**src/rtl/hpdmc_wrdp.sv**
```systemverilog
// DDR write datapath: buffers host write words and replays them as PRE/BEAT0/BEAT1/POST
// bursts toward the output DDR register pairs a fixed WR_LAT edges after command acceptance.
module hpdmc_wrdp #(
  parameter int unsigned WR_LAT  = 2,
  parameter int unsigned FIFO_AW = 3
) (
  input  logic        sys_clk,
  input  logic        sys_rst_n,
  input  logic        wd_valid,
  input  logic [31:0] wd_data,
  input  logic [3:0]  wd_mask,
  output logic        wd_ready,
  input  logic        cmd_write,
  output logic        cmd_ready,
  output logic [15:0] dq_d1,
  output logic [15:0] dq_d2,
  output logic [1:0]  dm_d1,
  output logic [1:0]  dm_d2,
  output logic [1:0]  dqs_d1,
  output logic [1:0]  dqs_d2,
  output logic        dq_oe,
  output logic        dqs_oe,
  output logic        busy
);

  localparam int unsigned DEPTH = 1 << FIFO_AW;
  localparam int unsigned PW    = FIFO_AW + 1;
  localparam int unsigned CW    = FIFO_AW + 2;
  localparam int unsigned SW    = WR_LAT;

  localparam logic [2:0] S_IDLE  = 3'd0;
  localparam logic [2:0] S_LAT   = 3'd1;
  localparam logic [2:0] S_PRE   = 3'd2;
  localparam logic [2:0] S_BEAT0 = 3'd3;
  localparam logic [2:0] S_BEAT1 = 3'd4;
  localparam logic [2:0] S_POST  = 3'd5;

  logic [2:0]    state, state_nxt;
  logic [SW-1:0] sched, sched_nxt;
  logic [PW-1:0] wr_ptr, rd_ptr, owed;
  logic [PW-1:0] wr_ptr_nxt, rd_ptr_nxt, owed_nxt, level_nxt;
  logic [35:0]   mem [DEPTH];
  logic [35:0]   rd_word;
  logic          push, accept, pop, pending, state_ok;
  logic [15:0]   dq_d1_nxt, dq_d2_nxt;
  logic [1:0]    dm_d1_nxt, dm_d2_nxt, dqs_d1_nxt, dqs_d2_nxt;
  logic          dq_oe_nxt, dqs_oe_nxt, busy_nxt, cmd_ready_nxt, wd_ready_nxt;

  // Word storage: {mask, data}; contents are don't-care until pushed.
  always_ff @(posedge sys_clk) begin
    if (push) mem[wr_ptr[FIFO_AW-1:0]] <= {wd_mask, wd_data};
  end

  // Next state and registered-output values. sched[i] marks a burst accepted i+1 edges ago.
  always_comb begin
    state_nxt     = state;
    dq_d1_nxt     = '0;
    dq_d2_nxt     = '0;
    dm_d1_nxt     = 2'b11;
    dm_d2_nxt     = 2'b11;
    dqs_d1_nxt    = '0;
    dqs_d2_nxt    = '0;
    dq_oe_nxt     = 1'b0;
    dqs_oe_nxt    = 1'b0;
    push          = wd_valid && wd_ready;
    accept        = cmd_write && cmd_ready;
    pending       = |sched;
    rd_word       = mem[rd_ptr[FIFO_AW-1:0]];

    if (state == S_BEAT0)       state_nxt = S_BEAT1;
    else if (sched[SW-1])       state_nxt = S_BEAT0;
    else if (sched[SW-2])       state_nxt = S_PRE;
    else if (state == S_BEAT1)  state_nxt = S_POST;
    else if (pending)           state_nxt = S_LAT;
    else                        state_nxt = S_IDLE;

    pop = (state_nxt == S_BEAT0) || (state_nxt == S_BEAT1);

    case (state_nxt)
      S_BEAT0, S_BEAT1: begin
        dq_d1_nxt  = rd_word[31:16];
        dq_d2_nxt  = rd_word[15:0];
        dm_d1_nxt  = rd_word[35:34];
        dm_d2_nxt  = rd_word[33:32];
        dqs_d1_nxt = 2'b11;
        dq_oe_nxt  = 1'b1;
        dqs_oe_nxt = 1'b1;
      end
      S_PRE, S_POST: dqs_oe_nxt = 1'b1;
      default: ;
    endcase

    sched_nxt  = {sched[SW-2:0], accept};
    wr_ptr_nxt = wr_ptr + PW'(push);
    rd_ptr_nxt = rd_ptr + PW'(pop);
    level_nxt  = wr_ptr_nxt - rd_ptr_nxt;
    owed_nxt   = owed + (accept ? PW'(2) : PW'(0)) - PW'(pop);

    // Blocking the edge right after an accept keeps successive BEAT0s at least two cycles apart.
    state_ok      = (state == S_IDLE) || (state == S_BEAT1) || (state == S_POST) ||
                    ((state == S_BEAT0) && !pending);
    cmd_ready_nxt = state_ok && !accept && (CW'(level_nxt) >= CW'(owed_nxt) + CW'(2));
    wd_ready_nxt  = level_nxt != PW'(DEPTH);
    busy_nxt      = (state_nxt != S_IDLE) || (|sched_nxt);
  end

  always_ff @(posedge sys_clk or negedge sys_rst_n) begin
    if (!sys_rst_n) begin
      state     <= S_IDLE;
      sched     <= '0;
      wr_ptr    <= '0;
      rd_ptr    <= '0;
      owed      <= '0;
      dq_d1     <= '0;
      dq_d2     <= '0;
      dm_d1     <= 2'b11;
      dm_d2     <= 2'b11;
      dqs_d1    <= '0;
      dqs_d2    <= '0;
      dq_oe     <= 1'b0;
      dqs_oe    <= 1'b0;
      busy      <= 1'b0;
      cmd_ready <= 1'b0;
      wd_ready  <= 1'b1;
    end else begin
      state     <= state_nxt;
      sched     <= sched_nxt;
      wr_ptr    <= wr_ptr_nxt;
      rd_ptr    <= rd_ptr_nxt;
      owed      <= owed_nxt;
      dq_d1     <= dq_d1_nxt;
      dq_d2     <= dq_d2_nxt;
      dm_d1     <= dm_d1_nxt;
      dm_d2     <= dm_d2_nxt;
      dqs_d1    <= dqs_d1_nxt;
      dqs_d2    <= dqs_d2_nxt;
      dq_oe     <= dq_oe_nxt;
      dqs_oe    <= dqs_oe_nxt;
      busy      <= busy_nxt;
      cmd_ready <= cmd_ready_nxt;
      wd_ready  <= wd_ready_nxt;
    end
  end

endmodule

```
**config.mk**
```make
export PLATFORM = sky130hd
export DESIGN_NAME = hpdmc_wrdp
export DESIGN_NICKNAME = d
export VERILOG_FILES = /design/src/rtl/hpdmc_wrdp.sv
export SDC_FILE = /design/constraint.sdc
export NUM_CORES = 1
export LEC_CHECK = 0
export ABC_AREA = 0
export CORE_AREA = 2 2 140 244
export DETAILED_ROUTE_END_ITERATION = 8
export DIE_AREA = 0 0 142 246
export DONT_BUFFER_PORTS = 1
export HOLD_SLACK_MARGIN = 0.06
export PLACE_DENSITY_LB_ADDON = 0.15
export REMOVE_ABC_BUFFERS = 1
export SYNTH_ARGS = -nofsm -noshare
export SYNTH_HDL_FRONTEND = slang
export SYNTH_SLANG_ARGS = --single-unit
```
**constraint.sdc**
```tcl
create_clock -name sys_clk -period 5.6 [get_ports sys_clk]
set_clock_uncertainty 0.2 [all_clocks]
set_input_delay 0.56 -clock sys_clk [delete_from_list [all_inputs] [get_ports sys_clk]]
set_output_delay 0.56 -clock sys_clk [all_outputs]
set_load 0.1 [all_outputs]
```
==> results of run 1 <==
[registers in the layout, summed over array words and instances (netlist names), 3 cells and up]
| register | flops |
|---|---|
| dq_d1 | 16 |
| wr_ptr | 4 |
| mem | 288 |
| dq_d2 | 16 |
| state | 3 |
| owed | 4 |
| rd_ptr | 4 |
[power groups by stage]
stage	Sequential [mW]	Combinational, mW	Clock, mW
after global placement	4.12	2.19	0
after detailed placement	4.15	2.21	0
after global routing	4.13	2.44	2.35
after CTS	4.09	2.28	2.26
final	4.08	2.21	2.19
after floorplan	4.28	1.51	0
[synth_stat cells]
library cell  instances  area share (%)
a31o_2                1           0.067
ha_1                 15             1.4
nor2_1               43             1.2
o21ai_0               2           0.077
dfrtp_1              53              10
a311oi_1              1           0.067
edfxtp_1            288              66
conb_1                1           0.029
xor2_1                2            0.13
clkbuf_1              3           0.086
inv_1                17            0.49
nand2b_1              4            0.19
xnor2_1               5            0.34
and4_1                1           0.067
nor3_1                3            0.12
mux2i_1              36             2.8
xor3_1                1            0.18
a21oi_1               4            0.15
buf_2                11            0.42
or3_1                 1           0.048
nand4b_1              1           0.067
nand3_1               1           0.038
mux4_2               72              12
and2_1                1           0.048
buf_4                 5            0.29
buf_6                 8            0.69
fa_1                  2            0.31
xnor2_2               1            0.12
nand2_1              11            0.32
dfstp_2               5             1.0
nand3_2               1           0.077
a21o_1                3            0.17
[logic make-up (layout without fill, tap and decap cells)]
group / after synthesis / in the layout / synth area share, %
xor gates and xnor gates: 9 / 9 / 0.7774
adders and majority gates: 17 / 17 / 1.747
buffers and inverters: 44 / 128 / 1.977
DFF: 346 / 346 / 77.52
other: 1 / 3 / 0.02877
and+or+nand+nor: 67 / 67 / 2.207
muxes: 108 / 108 / 15.20
AOI/OAI and AO/OA: 11 / 11 / 0.5375
[path summary, 6_finish.rpt]
check,slack [ns],cells past startpoint,endpoint
worst max-delay path,1.54,15,cmd_ready$_DFF_PN0_
min in group asynchronous,0.35,2,dq_d1[13]$_DFF_PN0_
worst min register to register,0.27,0,sched[1]$_DFF_PN0_
worst max register to register,1.54,15,cmd_ready$_DFF_PN0_
worst min-delay path,0.23,2,wr_ptr[0]$_DFF_PN0_
max in group asynchronous,4.53,2,dm_d1[0]$_DFF_PN1_
[metal layers]
| metal | vias up | global-route usage (%) | part of all wire, % |
|---|---|---|---|
| met2 | 99 | 27.65 | 54 |
| li1 | 2509 | - | - |
| met5 | - | 0 | 0 |
| met3 | 34 | 2.274 | 3.3 |
| met1 | 3084 | 18.88 | 41 |
| met4 | 0 | 4.824 | 2.3 |
[layout by cell type, fill, tap and decap left out, types with 2 or more instances in the layout]
cell type      synthesis  final
clkbuf_1               3     11
xnor2_1                5      5
a21o_1                 3      3
conb_1                 1      2
fa_1                   2      2
nand2b_1               4      4
mux4_2                72     72
clkbuf_16              0     31
nor2_1                43     36
dfstp_2                5      5
xor2_1                 2      2
dlygate4sd3_1          0     38
inv_1                 17     17
clkbuf_8               0      7
buf_4                  5     15
nor2_4                 0      7
nor3_2                 0      2
clkinv_2               0      3
dfrtp_1               53     49
edfxtp_1             288    288
nand2_1               11     11
bufinv_16              0      4
mux2i_1               36     36
dfrtp_4                0      2
dfrtp_2                0      2
o21ai_0                2      2
a21oi_1                4      4
ha_1                  15     15
[stage by stage]
step,cells,hold slack (ns)
detailed placement,997,0.06666
CTS,1093,0.1875
global route,1094,0.2130
global placement,997,0.06647
finish,1094,0.2255
floorplan,577,0.06441
[repair_timing]
| item | 4_1_cts | 5_1_grt |
|---|---|---|
| hold buffers | 39 | 0 |
| setup buffers | 0 | 0 |
| endpoints found under the hold margin | 347 | 0 |
| setup endpoints to repair | 0 | 0 |
[final cells by class]
class	instances	area, um2
clock inverter	8	138.9
timing repair buffer	54	520.5
sequential	346	10120
multi-input combinational	214	2739
tap	405	506.7
fill	2734	17920
antenna	1	2.502
inverter	17	63.81
clock buffer	49	913.4
[worst max-delay path: stages (launching register included)]
cell and delay [ns]:
dfrtp_1 0.41, nand2_1 0.11, nor2_1 0.10, nor2_4 0.09
buf_4 0.47, inv_1 0.26, ha_1 0.28, ha_1 0.36
inv_1 0.07, ha_1 0.30, a21o_1 0.16, a21oi_1 0.19
xor3_1 0.38, ha_1 0.29, a21oi_1 0.06, a311oi_1 0.21
==> results_dict.tcl, run 1 <==
set metrics [dict create \
    post-place-ws_ns 1.533 \
    ios 85 \
    port_buffers 0 \
    final-setup-viol-count 0 \
    hp-start "wd_valid" \
    grt_usage_pct 15.32 \
    antenna_found_initial 1 \
    start_kind "flip-flop" \
    area_delta_synth_final_pct 15.07 \
    gp_congestion 0.7243 \
    die_h_um 246 \
    cp-end-kind "flip-flop" \
    cts_tree "built" \
    dp_hpwl_mm 14.31 \
    mappedNetlistArea_um2 13040 \
    syn_avg_cell_area_um2 21.62 \
    crit_start "state[1]$_DFF_PN0_" \
    status "complete, no violations" \
    clkPwrFrac_pct 25.8 \
    p_comb_share_pct 26.1 \
    required_ns 5.85 \
    ys_seq_area_share_pct 77.52 \
    hp-class "input pin to flip-flop" \
    arrival_ns 4.31 \
    r2r-start "state[1]$_DFF_PN0_" \
    drc 0 \
    drv_slew 0 \
    path_clk_slew_ns 0.07 \
    yosys_warnings 0 \
    synth_seq_cells 346 \
    cts_resized 0 \
    power_switching_mw 2.879 \
    timing.final.ws_setup_ns 1.540 \
    synth_cell_types 32 \
    dieArea_um2 34930 \
    dieWidth_um 142 \
    drive_gt1_share_pct 22.38 \
    initial_core_util_pct 39.60 \
    peakVddDrop_uv 251.6 \
    relSlewSlack_pct 25.06 \
    fin_crit_sh_pct 72.50 \
    clock-sinks 346 \
    dr.pass1.iters 4 \
    p_seq_share_pct 48.1 \
    path_class "flip-flop to flip-flop" \
    antenna_left 0 \
    max_slew.worst_pin.slew_ns 1.124 \
    min_period_ns 4.060 \
    vias 5726 \
    wl_per_cell_um 23.79 \
    numCtsBuffers 31 \
    wl_mm 26.03 \
    clockRootBuffer "clkbuf_16" \
    worstPathMaxFanout 33 \
    switching_share_pct 33.97 \
    synth_cells 603 \
    worstSkewPairLatency_ns 0.56 \
    clk_path_buf_depth 3 \
    grt.overflow.total 0 \
    finalNetCount 721 \
    maxCapViolCount 0 \
    rsz0062_at_grt "false" \
    grt_max_degree 74 \
    p_per_area_nw_per_um2 564.9 \
    core_um2 32920 \
    internal_power_mw 5.595 \
    viasPerCell 5.234 \
    num_rows 88 \
    power_mw 8.474 \
    grt_pass1_vias 6386 \
    power_leakage_nw 5.192 \
    drt_iter0_markers 349 \
    cts_htree_levels 1 \
    fin_util_pct 45.56 \
    finalSetupTns_ns 0 \
    placed_area_um2 13540 \
    fmaxAchievable_mhz 246.3 \
    final_cell_area_um2 15000 \
    grt_pass1_wl_mm 39.39 \
    finalHoldViolations 0 \
]
Power figures use the tool's default switching activity.
==> run 2, diff against run 1 <==
==> constraint.sdc (replaced) <==
create_clock -name sys_clk -period 3.3 [get_ports sys_clk]
set_clock_uncertainty 0.2 [all_clocks]
set_input_delay 0.33 -clock sys_clk [delete_from_list [all_inputs] [get_ports sys_clk]]
set_output_delay 0.33 -clock sys_clk [all_outputs]
set_load 0.1 [all_outputs]
==> run 2 against run 1 <==
Compared with the run above: fmax rose by 32%; first-iteration DRC count rose by 0.86%; critical endpoint unchanged; final cell count rose by 1.0%.
==> results_dict.tcl, run 2 (synthesis gave the netlist of run 1 again) <==
set metrics [dict create \
    status "complete, no violations" \
    ios 85 \
    worstPathMaxFanout 5 \
    power_mw 14.53 \
    fin_crit_sh_pct 93.17 \
    max_slew.worst_pin.slew_ns 0.8921 \
    area_delta_synth_final_pct 16.50 \
    largest_reg_flops 288 \
    num_rows 88 \
    clock-sinks 346 \
    path_clk_slew_ns 0.07 \
    wl_mm 26.05 \
    dieWidth_um 142 \
    grt.overflow.total 0 \
    core_um2 32920 \
    rsz0062_at_grt "false" \
    dr.pass1.iters 4 \
    drc 0 \
    clkPwrFrac_pct 25.8 \
    gp_congestion 0.7625 \
    min_period_ns 3.075 \
    cts_tree "built" \
    maxCapViolCount 0 \
    vias 5746 \
    p_per_area_nw_per_um2 956.7 \
    p_seq_share_pct 46.2 \
    r2r_cells 14 \
    peakVddDrop_uv 466.1 \
    fin_util_pct 46.13 \
    fmaxAchievable_mhz 325.3 \
    stdcell_count 1105 \
    finalHoldViolations 0 \
    finalSetupTns_ns 0 \
    relSlewSlack_pct 40.57 \
    dp_hpwl_mm 14.62 \
    power_leakage_nw 5.281 \
    r2r-end "cmd_ready$_DFF_PN0_" \
    path_class "flip-flop to flip-flop" \
    antenna_left 0 \
    internal_power_mw 9.591 \
    clk_path_buf_depth 3 \
    p_comb_share_pct 28.0 \
    wl_per_cell_um 23.57 \
    clockRootBuffer "clkbuf_16" \
    die_h_um 246 \
    finalNetCount 733 \
    mostFrequentLayoutCells "edfxtp_1 (288), mux4_2 (72), dfrtp_1 (49), dlygate4sd3_1 (39), mux2i_1 (36)" \
    crit_start "state[1]$_DFF_PN0_" \
    placed_cells 1008 \
    hp-class "input pin to async pin" \
    viasPerCell 5.200 \
    port_buffers 0 \
    cts_htree_levels 1 \
    fin_hold_ws_ns 0.1249 \
    grt_pass1_wl_mm 39.52 \
    diodes 0 \
    numCtsBuffers 31 \
    required_ns 3.56 \
    drt_iter0_markers 352 \
    final_common_cell "edfxtp_1" \
    endpoint "cmd_ready$_DFF_PN0_" \
    reg2reg_slack_ns 0.23 \
    cp-end-kind "flip-flop" \
    initial_core_util_pct 39.60 \
    grt_usage_pct 15.37 \
    dieArea_um2 34930 \
    worstSkewPairLatency_ns 0.56 \
    grt_pass1_vias 6376 \
    switching_share_pct 33.99 \
    start_kind "flip-flop" \
    r2r-start "state[1]$_DFF_PN0_" \
    cts_setup_buffers 0 \
    final-setup-viol-count 0 \
    power_switching_mw 4.939 \
    drv_slew 0 \
    drive_gt1_share_pct 24.43 \
    fillers 2732 \
    antenna_found_initial 0 \
    arrival_ns 3.34 \
    grt_max_degree 73 \
]
## run 2: cell count changes in the layout (fill, tap and decap cells not counted), moves of 2 or more
cell and delta:
buf_12 +5, buf_4 +6, clkbuf_1 -9, clkbuf_8 -2
clkinv_1 +5, clkinv_2 +3
## run 2: metal layers
metal | global-route usage, % | vias to the layer above | share of wire (%)
li1 | - | 2531 | -
met1 | 19.02 | 3073 | 41
met2 | 27.71 | 98 | 54
met3 | 2.255 | 44 | 3.2
met4 | 4.735 | 0 | 2.4
met5 | 0 | - | 0
## run 2: worst max-delay path: stages (launching register included)
cell      delay (ns)
dfrtp_1         0.42
nand2_1         0.12
nor2_2          0.06
nor2_4          0.08
inv_1           0.08
ha_1            0.24
ha_4            0.31
inv_1           0.04
ha_1            0.29
a21o_1          0.15
a21oi_1         0.17
xor3_1          0.27
ha_1            0.29
a21oi_1         0.06
a311oi_1        0.20
## run 2: final cells by class
type | instances | area [um2] | area share (%)
clock inverters | 19 | 219.0 | 1.442
clock buffers | 38 | 852.1 | 5.610
repair buffers | 66 | 675.6 | 4.449
well taps | 405 | 506.7 | 3.337
multi-input cells | 214 | 2754 | 18.13
flip-flops and latches | 346 | 10120 | 66.61
inverters | 17 | 63.81 | 0.4202
## run 2: power groups by stage
stage,Sequential (mW),Clock [mW],Combinational (mW)
global route,6.79,4.00,4.48
floorplan,7.26,0,2.56
global placement,6.78,0,4.02
detailed placement,6.82,0,4.07
CTS,6.73,3.86,4.22
finish,6.72,3.75,4.06
## run 2: worst min path at each step
stage                    from                   to  depth (start not counted)
finish              sys_rst_n  dq_d1[13]$_DFF_PN0_                          2
global route        sys_rst_n  wr_ptr[0]$_DFF_PN0_                          2
CTS                 sys_rst_n  wr_ptr[0]$_DFF_PN0_                          2
detailed placement  sys_rst_n   dq_d1[9]$_DFF_PN0_                          0
global placement    sys_rst_n   dq_d1[9]$_DFF_PN0_                          0
floorplan           sys_rst_n       busy$_DFF_PN0_                          0
## run 2: metrics by stage
step	instance area (um2)	setup WS, ns
2_1_floorplan	12850	-2.012
6_report	15190	0.2254
4_1_cts	15180	0.06621
3_5_place_dp	13680	0.003214
5_1_grt	15190	0.02577
3_3_place_gp	13680	0.1186
## run 2: timing repair
item | CTS | global route
cloned | 0 | 0
hold buffers | 40 | 0
gates resized for setup | 1 | 1
endpoints found under the setup margin | 1 | 1
endpoints found under the hold margin | 350 | 0
pin swaps | 0 | 1
==> run 3, diff against run 2 <==
--- a/config.mk
+++ b/config.mk
@@ -10,6 +10,7 @@
 export DETAILED_ROUTE_END_ITERATION = 8
 export DIE_AREA = 0 0 142 246
 export DONT_BUFFER_PORTS = 1
+export GPL_ROUTABILITY_DRIVEN = 0
 export HOLD_SLACK_MARGIN = 0.06
 export PLACE_DENSITY_LB_ADDON = 0.15
 export REMOVE_ABC_BUFFERS = 1
==> constraint.sdc (replaced) <==
create_clock -name sys_clk -period 3.8 [get_ports sys_clk]
set_clock_uncertainty 0.2 [all_clocks]
set_input_delay 0.38 -clock sys_clk [delete_from_list [all_inputs] [get_ports sys_clk]]
set_output_delay 0.38 -clock sys_clk [all_outputs]
set_load 0.1 [all_outputs]
==> run 3 against run 2 <==
Compared with the run above: sequential share of layout area rose by 0.96 points; critical endpoint unchanged; count of clock-buffer cells in the layout up 6; critical path depth stayed put; core utilization fell by 0.65 points; register-to-register slack improved by 0.03 ns; total power down 16%; non-clock buffer count shrank 2; clock power is 23% lower; fmax down 13%.
==> results_dict.tcl, run 3 (synthesis gave the netlist of run 1 again) <==
set metrics [dict create \
    port_buffers 0 \
    clock-sinks 346 \
    status "complete, no violations" \
    drive_gt1_share_pct 22.46 \
    cts_tree "built" \
    worstSkewPairLatency_ns 0.56 \
    grt_max_degree 73 \
    power_switching_mw 4.242 \
    dieArea_um2 34930 \
    initial_core_util_pct 39.60 \
    path_class "flip-flop to flip-flop" \
    dieWidth_um 142 \
    min_period_ns 3.548 \
    wl_per_cell_um 23.29 \
    placed_cells 1006 \
    peakVddDrop_uv 562.3 \
    maxCapViolCount 0 \
    rsz0062_at_grt "false" \
    critical_path.max_stage_delay_ns 0.40 \
    area_delta_synth_final_pct 14.85 \
    final_cell_area_um2 14970 \
    dr.pass1.iters 4 \
    placed_area_um2 13620 \
    hp-class "input pin to async pin" \
    internal_power_mw 7.986 \
    clkPwrFrac_pct 23.8 \
    p_comb_share_pct 28.6 \
    grt_pass1_vias 6450 \
    fillers 2747 \
    r2r-start "state[1]$_DFF_PN0_" \
    start_kind "flip-flop" \
    crit_start "state[1]$_DFF_PN0_" \
    cts_setup_buffers 0 \
    cp_common_cell "ha_1" \
    finalSetupTns_ns 0 \
    worstPathMaxFanout 7 \
    core_um2 32920 \
    antenna_found_initial 1 \
    fin_hold_ws_ns 0.1755 \
    power_leakage_nw 5.186 \
    path_cells "nand2_1, nor2_1, nor2_4, inv_1, ha_1, ha_1, inv_1, ha_1, a21o_1, a21oi_1, xor3_1, ha_1, a21oi_1, a311oi_1" \
    antenna_left 0 \
    fmaxAchievable_mhz 281.9 \
    finalNetCount 731 \
    p_per_area_nw_per_um2 816.7 \
    drv_slew 0 \
    grt_usage_pct 15.18 \
    largest_reg_flops 288 \
    clockRootBuffer "clkbuf_16" \
    viasPerCell 5.199 \
    vias 5745 \
    cp_slowest_cell "dfrtp_1" \
    drt_iter0_markers 283 \
    finalHoldViolations 0 \
    wl_mm 25.74 \
    drc 0 \
    max_slew.worst_pin.slew_ns 1.126 \
    path_clk_slew_ns 0.07 \
    mostFrequentLayoutCells "edfxtp_1 (288), mux4_2 (72), dfrtp_1 (49), dlygate4sd3_1 (39)" \
    die_h_um 246 \
    cts_htree_levels 1 \
    fin_crit_sh_pct 93.37 \
    arrival_ns 3.81 \
    grt.overflow.total 0 \
    grt_pass1_wl_mm 39.16 \
    final-setup-viol-count 0 \
    required_ns 4.06 \
    stdcell_count 1105 \
    relSlewSlack_pct 24.91 \
    numCtsBuffers 31 \
    switching_share_pct 34.69 \
    cp-end-kind "flip-flop" \
    num_rows 88 \
    dp_hpwl_mm 13.93 \
    clk_path_buf_depth 3 \
    ios 85 \
    p_seq_share_pct 47.7 \
    final_common_cell "edfxtp_1" \
]
-- run 3: cell count changes in the layout (fill, tap and decap cells not counted), sizes merged --
cell	delta
clkbuf	+6
diode	+1
buf	-2
bufinv	-4
clkinvlp	-1
-- run 3: path summary, 6_finish.rpt --
path,to,slack [ns],depth (start not counted)
worst max-delay path,cmd_ready$_DFF_PN0_,0.25,14
worst min-delay path,dq_d1[13]$_DFF_PN0_,0.18,2
worst max register to register,cmd_ready$_DFF_PN0_,0.25,14
worst min register to register,sched[1]$_DFF_PN0_,0.23,0
max in group asynchronous,dm_d1[0]$_DFF_PN1_,2.91,2
min in group sys_clk,sched[1]$_DFF_PN0_,0.23,0
-- run 3: cell type report --
type                            instances  area (um2)  area share (%)
Multi-Input combinational cell        214        2739           18.29
Tap cell                              405       506.7           3.385
Sequential cell                       346       10120           67.57
Timing Repair Buffer                   64       610.6           4.078
Antenna cell                            1       2.502         0.01671
Clock inverter                         14       88.84          0.5933
Clock buffer                           44       844.6           5.641
Inverter                               17       63.81          0.4262
-- run 3: per-layer routing --
| metal | wire (um) | vias to the layer above | GRT usage (%) |
|---|---|---|---|
| met5 | 0 | - | 0 |
| met4 | 543 | 0 | 4.471 |
| met3 | 760 | 35 | 2.060 |
| met2 | 13950 | 93 | 27.83 |
| met1 | 10490 | 3079 | 18.54 |
| li1 | - | 2538 | - |
-- run 3: power groups by stage --
stage	Combinational (mW)	Clock [mW]	Sequential (mW)
6_report	3.49	2.90	5.83
5_1_grt	3.85	3.12	5.89
4_1_cts	3.61	2.99	5.84
3_5_place_dp	3.50	0	5.92
3_3_place_gp	3.48	0	5.89
2_1_floorplan	2.23	0	6.31
-- run 3: metrics by stage --
stage                     setup slack, ns  utilization, %  power (mW)
final                              0.2520           45.48       12.23
after global routing             0.007608           45.48       12.86
after CTS                          0.2014           45.47       12.44
after detailed placement           0.2144           41.37       9.428
after global placement             0.3936           41.37       9.377
after floorplan                    -1.512               -       8.534
-- run 3: timing repair --
item	in CTS	in global routing
endpoints found under the hold margin	350	0
hold buffers	40	0
gates resized for setup	0	0
-- run 3: critical path, delay by kind of cell, from the launching register on --
kind            cells  cell delay (ns)
compound gates      4             0.61
buf+inv             2             0.32
xor+xnor            1             0.38
flops               1             0.40
simple gates        3             0.47
fa+ha+maj           4             1.07
==> RTL edit 1, RTL diff (config.mk and constraints of run 1) <==
`FIFO_AW`: 3 -> 2.
--- a/src/rtl/hpdmc_wrdp.sv
+++ b/src/rtl/hpdmc_wrdp.sv
@@ -2,7 +2,7 @@
 // bursts toward the output DDR register pairs a fixed WR_LAT edges after command acceptance.
 module hpdmc_wrdp #(
   parameter int unsigned WR_LAT  = 2,
-  parameter int unsigned FIFO_AW = 3
+  parameter int unsigned FIFO_AW = 2
 ) (
   input  logic        sys_clk,
   input  logic        sys_rst_n,
Formal check against the unedited RTL: not equivalent (Yosys sat finds a counterexample within 10 cycles, from zero or initial values and one cycle with sys_rst_n low).
==> RTL edit 1 against run 1 <==
Via count fell by 43%. Worst setup slack gained 0.37 ns. Highest routed layer is now met5. Synthesized area decreased by 43%. Power decreased by 41%. Final area fell by 41%. Clock power decreased by 46%. Wire length is 40% lower. Sequential cell count down 147.
==> RTL edit 1: results (changes against run 1) <==
- Global Route Usage Sum: 0.0960 (-0.0573)
- Power per Cell Area: 568 mW/mm2 (+0.47%)
- Wirelength, routed: 15.6 mm (-40%)
- H-tree Lvls: 4 (+3)
- Biggest area contributors in the synthesized netlist: sky130_fd_sc_hd__edfxtp_1 59%, sky130_fd_sc_hd__dfrtp_1 17%, sky130_fd_sc_hd__mux4_2 9.2%, sky130_fd_sc_hd__nor2b_1 2.2%, sky130_fd_sc_hd__mux4_1 2.1%
- Hold_ws: 0.102 ns (-0.123 ns)
- Met2 usage in global routing: 0.172 (-0.104)
- Vias per inst: 3.99 (-24%)
- Clk. pwr: 1.19 mW (-46%)
- HPWL after detailed placement: 8.70 mm (-39%)
- Reg2reg start: state[2]
- Met3 Routed Length: 818 um (-4.1%)
- EDFF count, synth: 144 (-50%)
- Status: complete, no violations
- Post-synthesis cell type count: 34 (+6.3%)
- Fraction of layout cells with a size suffix above 1: 0.213 (-0.0106)
- Highest routed metal layer: met5
- Total placed cells including tap cells: 743 (-25%)
- Relative slew slack: 0.243 (-0.00736)
- Global-route wire length before repair: 23.5 mm (-40%)
- Hold Crit Endpoint: sched[0]
- Detailed-routing wirelength on met1: 5.98 mm (-43%)
- Hold Crit Start: cmd_write
- Post-synthesis mux area share: 0.113 (-0.0390)
- Shortest period the worst path allows: 3.69 ns (-0.372 ns)
- Longest individual stage delay on the worst path: 0.53 ns (+0.06 ns)
- Compound-cell area share of the yosys netlist: 0.00628 (+0.000903)
- Filler Cell Count: 3263 (+19%)
- Int Power: 3.11 mW (-44%)
- Pin count of the biggest net entering global routing: 56 (-24%)
- Number of buffers on the longest clock path: 2 (-1)
- Register cell area after layout: 0.00571 mm2 (-44%)
- Vias: 3249 (-43%)
- Met1 global-route usage: 0.0988 (-0.0899)
- Post-synthesis xor/xnor area fraction: 0.00713 (-0.000648)
- Leakage power summed over all cells: 3.10 nW (-40%)
- Arrival time at the worst endpoint: 3.83 ns (-0.48 ns)
- Number of buffers created by CTS: 17 (-45%)
- Setup slack at placement: 1.86 ns (+0.332 ns)
- Met2 wire len: 8.53 mm (-39%)
- Antenna violations before repair: 2 (+1)
- Post-synthesis sequential area ratio: 0.774 (-0.00138)
-- RTL edit 1: changes by cell type after synthesis, sizes merged, moves of 3 or more --
| cell | delta |
|---|---|
| nand2b | -3 |
| mux2i | -36 |
| buf | -10 |
| nor2b | +32 |
| or2 | +4 |
| ha | -3 |
| mux4 | -36 |
| nor2 | -40 |
| dfrtp | -3 |
| edfxtp | -144 |
| nand2 | -9 |
-- RTL edit 1: worst max path at each step --
stage,startpoint,cells past startpoint,to
6_report,state[2],13,cmd_ready
5_1_grt,state[2],13,cmd_ready
4_1_cts,state[2],13,cmd_ready
3_5_place_dp,state[2],13,cmd_ready
3_3_place_gp,state[2],13,cmd_ready
2_1_floorplan,wd_ready,2,mem[1][0]
-- RTL edit 1: layout make-up --
class,count,share of cell area
clock buffers,19,0.0504
clock inverters,13,0.0142
well taps,405,0.0577
inverters,15,0.00641
flip-flops and latches,199,0.650
diodes,1,0.000285
multi-input cells,118,0.170
repair buffers,44,0.0504
==> RTL edit 2, RTL diff (settings of run 1) <==
Without the edit above. Make the reset (`sys_rst_n`) synchronous in one clocked block.
--- a/src/rtl/hpdmc_wrdp.sv
+++ b/src/rtl/hpdmc_wrdp.sv
@@ -104,7 +104,7 @@
     busy_nxt      = (state_nxt != S_IDLE) || (|sched_nxt);
   end
 
-  always_ff @(posedge sys_clk or negedge sys_rst_n) begin
+  always_ff @(posedge sys_clk) begin
     if (!sys_rst_n) begin
       state     <= S_IDLE;
       sched     <= '0;
Behaviour: differs if sys_rst_n is asserted again (counterexample within 4 cycles, from zero or initial values and one cycle with sys_rst_n low); with sys_rst_n held inactive, the same outputs for 4 cycles.
==> RTL edit 2 against run 1 <==
First-iteration DRC count shrank 25%. Wire length is 4.3% lower. Sequential cell count is the same. Die area stayed put. Highest routed layer unchanged. Worst setup slack gained 0.52 ns. Synthesized area shrank 1.5%. Final area fell by 2.0%. Hold slack gained 0.044 ns.
Power is not compared: it rests on default switching activity, and its combinational part moved more than twofold at a synthesized area within 25%.
==> RTL edit 2: results (changes against run 1) <==
- Insertion delay to the later sink of the worst-skew pair: 0.56 ns (about the same)
- Max reg flops: 288 (unchanged)
- Post-cts resize count: 0 (unchanged)
- Post-synthesis sequential area ratio: 0.764 (-0.0113)
- Average footprint of a synthesized cell: 20.6 um2 (-4.5%)
- Depth of the most critical reg-to-reg path: 11 (-4)
- Hold-fix buffers at CTS: 38 (-2.6%)
- Hold_ws: 0.269 ns (+0.0436 ns)
- Filler Cell Count: 2797 (+2.3%)
- Total placed cells including tap cells: 1013 (+1.6%)
- Peak supply drop: 0.000253 V
- PortBufs: 0 (unchanged)
- HPWL after detailed placement: 13.8 mm (-3.5%)
- Register-to-Register Setup Slack: 2.06 ns (+0.52 ns)
- Most numerous cell types in the synthesized netlist: 288 x sky130_fd_sc_hd__edfxtp_1, 72 x sky130_fd_sc_hd__mux4_2, 58 x sky130_fd_sc_hd__dfxtp_1, 40 x sky130_fd_sc_hd__nor2_1, 36 x sky130_fd_sc_hd__mux2i_1
- Post-synthesis cell type count: 30 (-6.3%)
- End of the worst register-to-register path: cmd_ready
- Pin count of the biggest net entering global routing: 74 (unchanged)
- Number of buffers on the longest clock path: 3 (unchanged)
- H-tree Lvls: 1 (unchanged)
- Vias in the first global route: 6307 (-1.2%)
- Final cell count without fillers: 1110 (+1.5%)
- Antenna violations before repair: 2 (+1)
- Nets: 736 (+2.1%)
- Post-synth ARST share: 0 (-0.168)
- Global-route wire length before repair: 38.0 mm (-3.5%)
- Max stage delay cell, worst path: sky130_fd_sc_hd__dfxtp_1
- Global Route Usage Sum: 0.146 (-0.00702)
- Status: complete, no violations
- Hold Crit Endpoint: wr_ptr[0]
- Hold Crit Start: wd_valid
- Arrival time at the worst endpoint: 3.80 ns (-0.51 ns)
- Number of cells on the worst hold path: 3 (+1)
- Fraction of layout cells with a size suffix above 1: 0.203 (-0.0204)
- Ys flop type: sky130_fd_sc_hd__edfxtp_1
- Longest individual stage delay on the worst path: 0.98 ns (+0.51 ns)
- Initial detailed-routing violation count: 262 (-25%)
- First element of the critical path: cmd_ready
- Hold Violations, Final: 0 (unchanged)
- Clk root buf: sky130_fd_sc_hd__clkbuf_16
- EDFF count, synth: 288 (unchanged)
- Area post-placement: 0.0133 mm2 (-1.6%)
- Vias per inst: 5.15 (-1.5%)
- Yosys warns: 0 (unchanged)
- Number of buffers created by CTS: 31 (unchanged)
- Final GP Congestion: 0.701 (-3.2%)
- Type of the worst min-delay path: primary input to register
- Leakage power summed over all cells: 4.64 nW
- Worst-path fanout max: 3 (-91%)
- 1st-pass router iterations: 4 (unchanged)
- Post-CTS Setup Bufs: 0 (unchanged)
- Relative slew slack: 0.263 (+0.0122)
- Biggest area contributors in the synthesized netlist: sky130_fd_sc_hd__edfxtp_1 67%, sky130_fd_sc_hd__mux4_2 13%, sky130_fd_sc_hd__dfxtp_1 9.0%, sky130_fd_sc_hd__mux2i_1 2.8%, sky130_fd_sc_hd__ha_1 1.5%
- Clock-pin transition on the worst setup and hold timing paths: 0.06 ns
- Average wire per cell in the routed design: 22.4 um (-5.7%)
- Layout area overhead: 14.5%
## RTL edit 2: worst max path at each step
stage                            to  slack [ns]
after floorplan           cmd_ready        0.17
final                     cmd_ready        2.06
after CTS                 cmd_ready        2.02
after detailed placement  cmd_ready        2.06
after global routing      cmd_ready        1.88
after global placement    cmd_ready        2.17
## RTL edit 2: layout make-up
cell class,instances,share of cell area
clock buffers,43,0.0579
diodes,2,0.000340
well taps,405,0.0345
flip-flops and latches,346,0.668
clock inverters,14,0.00987
inverters,14,0.00357
multi-input cells,234,0.193
repair buffers,52,0.0330
## RTL edit 2: worst max-delay path, delay by kind of cell (launching register included)
kind	cells	cell delay, ns
buffers and inverters	2	0.08
AOI/OAI and AO/OA	3	0.39
adders and majority gates	5	1.61
and+or+nand+nor	1	0.18
DFF	1	0.98
## RTL edit 2: routing by layer
metal / wire, um / global-route usage
met3: 952 / 0.0225
met5: 0 / 0
met4: 522 / 0.0459
met1: 9240 / 0.161
met2: 14200 / 0.283
## RTL edit 2: logic make-up (layout without fill, tap and decap cells)
group                      after synthesis  count (layout)  share of synthesized area
muxes                                  108             108                      0.154
and+or+nand+nor                         86              86                     0.0310
xor gates and xnor gates                10              10                    0.00682
other                                    1               4                   0.000292
adders and majority gates               17              17                     0.0177
AOI/OAI and AO/OA                       11              11                    0.00604
buffers and inverters                   43             123                     0.0199
DFF                                    346             346                      0.764
## RTL edit 2: where the power goes
part           switching (mW)  internal (mW)  total, mW
logic                   0.212          0.165      0.377
registers              0.0711           2.88       2.95
clock network           0.883           1.19       2.08
total                    1.17           4.24       5.41
